--- src/rtl/spi_rx_frame_assembler.sv ---
`default_nettype none
// ============================================================================
// Module   : spi_rx_frame_assembler
// Purpose  : Collects BYTES_PER_FRAME consecutive bytes from the SPI slave
//            byte receiver into one frame word. Byte order is selectable.
//            A frame is framed by chip select. An inter-byte timeout drops
//            partial frames so the next frame starts aligned.
// Ports    : clk, reset        - system clock, synchronous active-high reset
//            rx_data_8bit      - received byte, valid while rx_done_8bit high
//            rx_done_8bit      - byte-done level, may be held several cycles
//            cs_n              - chip select, active low
//            frame_data        - last completed frame (registered, held)
//            frame_valid       - one-cycle pulse when frame_data updates
//            frame_error       - one-cycle pulse when a partial frame aborts
//            byte_index        - bytes collected in the current frame
//            frame_count       - completed frames (wrapping)
//            error_count       - aborted frames (wrapping)
// Revision : 1.0 - initial release
// ============================================================================
module spi_rx_frame_assembler #(
    parameter int BYTES_PER_FRAME = 2,
    parameter int OUT_WIDTH       = 14,
    parameter int MSB_FIRST       = 1,
    parameter int TIMEOUT_CYCLES  = 1000
) (
    input  logic                 clk,
    input  logic                 reset,
    input  logic [7:0]           rx_data_8bit,
    input  logic                 rx_done_8bit,
    input  logic                 cs_n,
    output logic [OUT_WIDTH-1:0] frame_data,
    output logic                 frame_valid,
    output logic                 frame_error,
    output logic [2:0]           byte_index,
    output logic [15:0]          frame_count,
    output logic [15:0]          error_count
);

    localparam int c_FRAME_W = 8 * BYTES_PER_FRAME;
    localparam logic [2:0] c_LAST_IDX = 3'(BYTES_PER_FRAME - 1);

    // The timeout counter counts 0 .. TIMEOUT_CYCLES-1 while collecting.
    localparam int c_TO_LIM = (TIMEOUT_CYCLES > 0) ? (TIMEOUT_CYCLES - 1) : 0;
    localparam int c_TO_W   = (c_TO_LIM > 0) ? $clog2(c_TO_LIM + 1) : 1;
    localparam logic [c_TO_W-1:0] c_TO_LAST = c_TO_W'(c_TO_LIM);
    localparam bit c_TO_EN = (TIMEOUT_CYCLES > 0);

    localparam logic [0:0] c_IDLE    = 1'b0;
    localparam logic [0:0] c_COLLECT = 1'b1;

    logic [0:0]           r_state;
    logic                 r_rx_done_d1;
    logic [c_FRAME_W-1:0] r_shift;
    logic [c_TO_W-1:0]    r_to_cnt;

    logic                 w_byte_ev;
    logic                 w_last_byte;
    logic                 w_timeout;
    logic [c_FRAME_W-1:0] w_assembled;
    logic [OUT_WIDTH-1:0] w_frame_out;

    // Rising edge of the done level, ignored whenever chip select is idle.
    assign w_byte_ev = rx_done_8bit & ~r_rx_done_d1 & ~cs_n;

    // byte_index is 0 in IDLE, so this also covers the single-byte frame.
    assign w_last_byte = (byte_index == c_LAST_IDX);
    assign w_timeout   = c_TO_EN && (r_to_cnt == c_TO_LAST);

    // Frame register contents including the byte arriving this cycle.
    generate
        if (MSB_FIRST != 0) begin : g_msb_first
            assign w_assembled = (r_shift << 8) | c_FRAME_W'(rx_data_8bit);
        end else begin : g_lsb_first
            always_comb begin
                w_assembled = r_shift;
                w_assembled[{byte_index, 3'b000} +: 8] = rx_data_8bit;
            end
        end
    endgenerate

    generate
        if (OUT_WIDTH <= c_FRAME_W) begin : g_truncate
            assign w_frame_out = w_assembled[OUT_WIDTH-1:0];
        end else begin : g_zero_extend
            assign w_frame_out = {{(OUT_WIDTH - c_FRAME_W){1'b0}}, w_assembled};
        end
    endgenerate

    always_ff @(posedge clk) begin
        if (reset) begin
            r_state      <= c_IDLE;
            r_rx_done_d1 <= 1'b0;
            r_shift      <= '0;
            r_to_cnt     <= '0;
            frame_data   <= '0;
            frame_valid  <= 1'b0;
            frame_error  <= 1'b0;
            byte_index   <= 3'd0;
            frame_count  <= 16'd0;
            error_count  <= 16'd0;
        end else begin
            r_rx_done_d1 <= rx_done_8bit;
            frame_valid  <= 1'b0;
            frame_error  <= 1'b0;
            case (r_state)
                c_IDLE: begin
                    r_to_cnt <= '0;
                    if (w_byte_ev) begin
                        r_shift <= w_assembled;
                        if (w_last_byte) begin
                            frame_data  <= w_frame_out;
                            frame_valid <= 1'b1;
                            frame_count <= frame_count + 16'd1;
                        end else begin
                            byte_index <= 3'd1;
                            r_state    <= c_COLLECT;
                        end
                    end
                end
                c_COLLECT: begin
                    if (cs_n) begin
                        // Chip select released mid-frame; a byte rising in
                        // the same cycle is already masked out of w_byte_ev.
                        frame_error <= 1'b1;
                        error_count <= error_count + 16'd1;
                        byte_index  <= 3'd0;
                        r_to_cnt    <= '0;
                        r_state     <= c_IDLE;
                    end else if (w_byte_ev) begin
                        // A byte takes priority over a coincident timeout.
                        r_shift  <= w_assembled;
                        r_to_cnt <= '0;
                        if (w_last_byte) begin
                            frame_data  <= w_frame_out;
                            frame_valid <= 1'b1;
                            frame_count <= frame_count + 16'd1;
                            byte_index  <= 3'd0;
                            r_state     <= c_IDLE;
                        end else begin
                            byte_index <= byte_index + 3'd1;
                        end
                    end else if (w_timeout) begin
                        frame_error <= 1'b1;
                        error_count <= error_count + 16'd1;
                        byte_index  <= 3'd0;
                        r_to_cnt    <= '0;
                        r_state     <= c_IDLE;
                    end else begin
                        r_to_cnt <= r_to_cnt + 1'b1;
                    end
                end
                default: begin
                    r_state <= c_IDLE;
                end
            endcase
        end
    end

endmodule
`default_nettype wire

--- config.mk ---
export PLATFORM = sky130hd
export DESIGN_NAME = spi_rx_frame_assembler
export DESIGN_NICKNAME = d
export VERILOG_FILES = /design/src/rtl/spi_rx_frame_assembler.sv
export SDC_FILE = /design/constraint.sdc
export NUM_CORES = 1
export LEC_CHECK = 0
export CAP_MARGIN = 10
export CORE_UTILIZATION = 31
export CTS_CLUSTER_DIAMETER = 40
export DETAILED_ROUTE_END_ITERATION = 12
export SYNTH_ARGS = -nofsm -noshare
export SYNTH_HDL_FRONTEND = slang
export SYNTH_SLANG_ARGS = --single-unit
--- constraint.sdc ---
create_clock -name clk -period 2.25 [get_ports clk]
set_clock_uncertainty 0.05 [all_clocks]
set_input_delay 0.225 -clock clk [delete_from_list [all_inputs] [get_ports clk]]
set_output_delay 0.225 -clock clk [all_outputs]
set_load 0.03 [all_outputs]
==> summary.txt <==
Die
  • Rows: 34
  • Die Span X: slightly below 100 um
  • Die ar.: approximately 0.0096 mm^2
  • # IOs: 63
  • Core box area: roughly 0.0088 mm^2
  • Die Y: roughly 98 um
  • Initial Util: between 30% and 40%

Detailed routing
  • Routed wire per std cell: around 12 um
  • Initial DRT Pass Iterations: 8
  • DRT antenna net count: 0
  • Initial DRC Count: 75
  • Via density: approximately 4.8
  • Via count: 2476
  • Remaining DRCs: 4
  • Final WL: around 6300 um

Finish
  • Final #Nets: roughly 420
  • Antenna Cells: 0
  • Share of cells above drive strength 1: under 10%
  • Final cell count without fillers: 514
  • Final instance area: 0.003855 mm^2
  • Area Growth Syn to Fin: 35.37%

Logic synthesis
  • Post-synthesis sequential area ratio: about half
  • Top cells by area, synth: dfxtp_1, nand2_1, a21oi_1
  • Synth warn: 0
  • Avg Inst Size Synth: between 8 and 9 um^2
  • Post-synth top cells: dfxtp_1, nand2_1, a21oi_1
  • Netlist cell types: 38
  • Yosys top cell by area: dfxtp_1
  • Netlist area before placement: ~0.0028 mm^2
  • Gate Count Post-Synth: between 300 and 400
  • EDFF count, synth: 0
  • Synthesized Nets: between 300 and 400
  • Async set-reset flop share out of synthesis: 0%
  • Main synth FF type: dfxtp_1
  • Share of Yosys cell area claimed by the top area cell type: between 40 and 50%
  • FF+latch count, synth: 69
  • Count leader, synth: dfxtp_1

Timing
  • Final setup viols: 0
  • Final hold slack: about 0.35 ns
  • FMAX: 493.8 MHz
  • Final Max Tran Viols: 0
  • Count of final hold-check violations: 0
  • Fin crit share: between 90% and 100%
  • Slew Limit Headroom: about 56%
  • Setup Total Neg Slack: 0 ns
  • Minimum clock period: between 2 and 2.5 ns
  • RSZ-0062 raised after global routing: false
  • Worst-Margin Slew: between 0.6 and 0.7 ns

Power and ir drop
  • Logic gate share of total power: under 10%
  • Clock network power share: between 40 and 50%
  • Post-layout power: 0.002600 W
  • Leak: roughly 1.3 nW
  • Reg power frac: between 40% and 50%
  • VDD IR max: about 340 uV
  • Switch Pwr: between 0.0005 and 0.0006 W
  • Pint: 0.002052 W
  • Pwr dens: 674.4 mW/mm^2
  • Sw Share: 21.09%

Setup path
  • Reg-to-reg setup timing slack: approximately 0.22 ns
  • Critical Path RT: ~2.5 ns
  • Critical-path cell list: ha_1, nand2_1, nor4_4, or4b_2, or2_2, nor2_1
  • CP max stage cell: or4b_2
  • Endpoint type of the worst setup path: register
  • CP peak stage delay: 0.62 ns
  • WS Path Type: reg -> reg
  • CP Max Fanout: 10
  • Worst r2r path cells: 6
  • Crit Reg-Reg Endpoint: r_to_cnt[8]
  • Startpoint Class: register
  • Critical Path Sink: r_to_cnt[8]
  • R2r startpoint: r_to_cnt[0]
  • Worst Path Arrival: about 2.2 ns
  • CP startpoint: r_to_cnt[0]

Min path
  • Hold Path Class: in -> reg

Job
  • Maxcap violations: 0

Place
  • PortBufs: between 60 and 70
  • Post-DP HPWL: approximately 4300 um
  • Placed Area: roughly 0.0036 mm^2
  • Post-placement cell count: around 500
  • RD Place Congestion: roughly 0.72

Clocking
  • Clock root buffer master: clkbuf_8
  • Setup bufs post-CTS: 0
  • Num CTS Buffers: 9
  • Bufs on Longest Clock Path: 2
  • # resized after CTS: 0
  • Clock transition at path regs: 0.07 ns
  • Clk Latency, worst-skew pair: between 0.3 and 0.4 ns
  • H-tree levels: 3
  • CTS tree: built
  • Clock sinks: just under 70
  • CTS Hold Buffers Added: 0

GRT
  • Vias in the first global route: 2316
  • Largest net degree at the start of global routing: 36
  • Total Routing Usage GR: 13.77%
  • GR Overflow Total: 0
  • First-pass GRT wire length: between 10000 and 15000 um
  • Antenna violations before repair: 0

Outcome
  • Status: finished with violations
  • Violated checks: DRC
## critical path, delay by kind of cell (launching register included)
| family | cells | cell delay (ns) |
|---|---|---|
| DFF | 1 | 0.32 |
| and+or+nand+nor | 5 | 1.35 |
| adders and majority gates | 1 | 0.24 |
## power by group through the flow
stage	Combinational, W	Sequential (W)	Clock, W
floorplan	0.0000484	0.00128	0
global placement	0.000111	0.00127	0
detailed placement	0.000111	0.00127	0
CTS	0.000112	0.00124	0.00128
global route	0.000121	0.00124	0.00133
finish	0.000111	0.00124	0.00125
## kinds of logic after synthesis
group	after synthesis	synth area share, %
fa+ha+maj	3	1.318
simple gates	157	27.33
compound gates	59	11.73
mux	1	0.3515
buf+inv	23	3.383
xor+xnor	24	7.381
flops	69	48.51
## layout make-up
type                            instances  area, um^2
Clock inverter                          5       107.6
Tap cell                              108       135.1
Clock buffer                           11       141.4
Fill cell                             886        4951
Timing Repair Buffer                   70       688.2
Multi-Input combinational cell        244        1375
Sequential cell                        69        1381
Inverter                                7       26.28
## flip-flops by register name, indices dropped and copies added, names as in the netlist
| register | cells |
|---|---|
| byte_index | 3 |
| error_count | 16 |
| frame_count | 16 |
| frame_data | 14 |
| frame_error | 1 |
| frame_valid | 1 |
| r_rx_done_d1 | 1 |
| r_shift | 6 |
| r_state | 1 |
| r_to_cnt | 10 |
## how the worst min path moves through the flow
stage	start	end	slack, ns	cells past startpoint
2_1_floorplan	rx_done_8bit	r_rx_done_d1	0.30	1
3_3_place_gp	r_to_cnt[0]	r_to_cnt[0]	0.38	1
3_5_place_dp	r_to_cnt[0]	r_to_cnt[0]	0.39	1
4_1_cts	reset	frame_error	0.35	2
5_1_grt	reset	error_count[0]	0.38	2
6_report	reset	frame_error	0.35	2
## layout by cell type, fill, tap and decap left out, types with 2 or more instances in the layout
cell type / netlist / layout
a21oi_1: 37 / 37
and3_1: 5 / 5
and4_1: 2 / 2
buf_4: 0 / 7
bufinv_16: 0 / 3
clkbuf_8: 0 / 10
clkdlybuf4s50_1: 0 / 61
clkinv_4: 0 / 2
dfxtp_1: 69 / 69
ha_1: 3 / 3
inv_1: 7 / 7
nand2_1: 56 / 56
nand3_1: 11 / 11
nand4_1: 12 / 12
nor2_1: 34 / 34
nor2b_1: 3 / 3
nor3_1: 6 / 6
nor3b_1: 4 / 3
o21a_1: 2 / 2
o21ai_0: 11 / 11
o2bb2ai_1: 2 / 2
o31ai_1: 4 / 4
or3_1: 10 / 10
or3b_2: 2 / 2
or4_1: 4 / 4
xnor2_1: 12 / 12
xor2_1: 12 / 12
## layer usage
layer  up-vias  track usage (%)  part of all wire, %
met5         -                0                    0
met4         0            5.594                  1.1
met3         6            3.006                  3.3
met2        33            21.51                   45
met1      1150            18.41                   51
li1       1287                -                    -
## metrics by stage
stage          setup slack (ns)  utilization (%)
2_1_floorplan            0.2985                -
3_3_place_gp             0.1623            40.95
3_5_place_dp             0.1283            40.95
4_1_cts                  0.1991            43.78
5_1_grt                 0.07830            43.78
6_report                 0.2249            43.78
No activity file was read; power rests on OpenSTA's default activity.
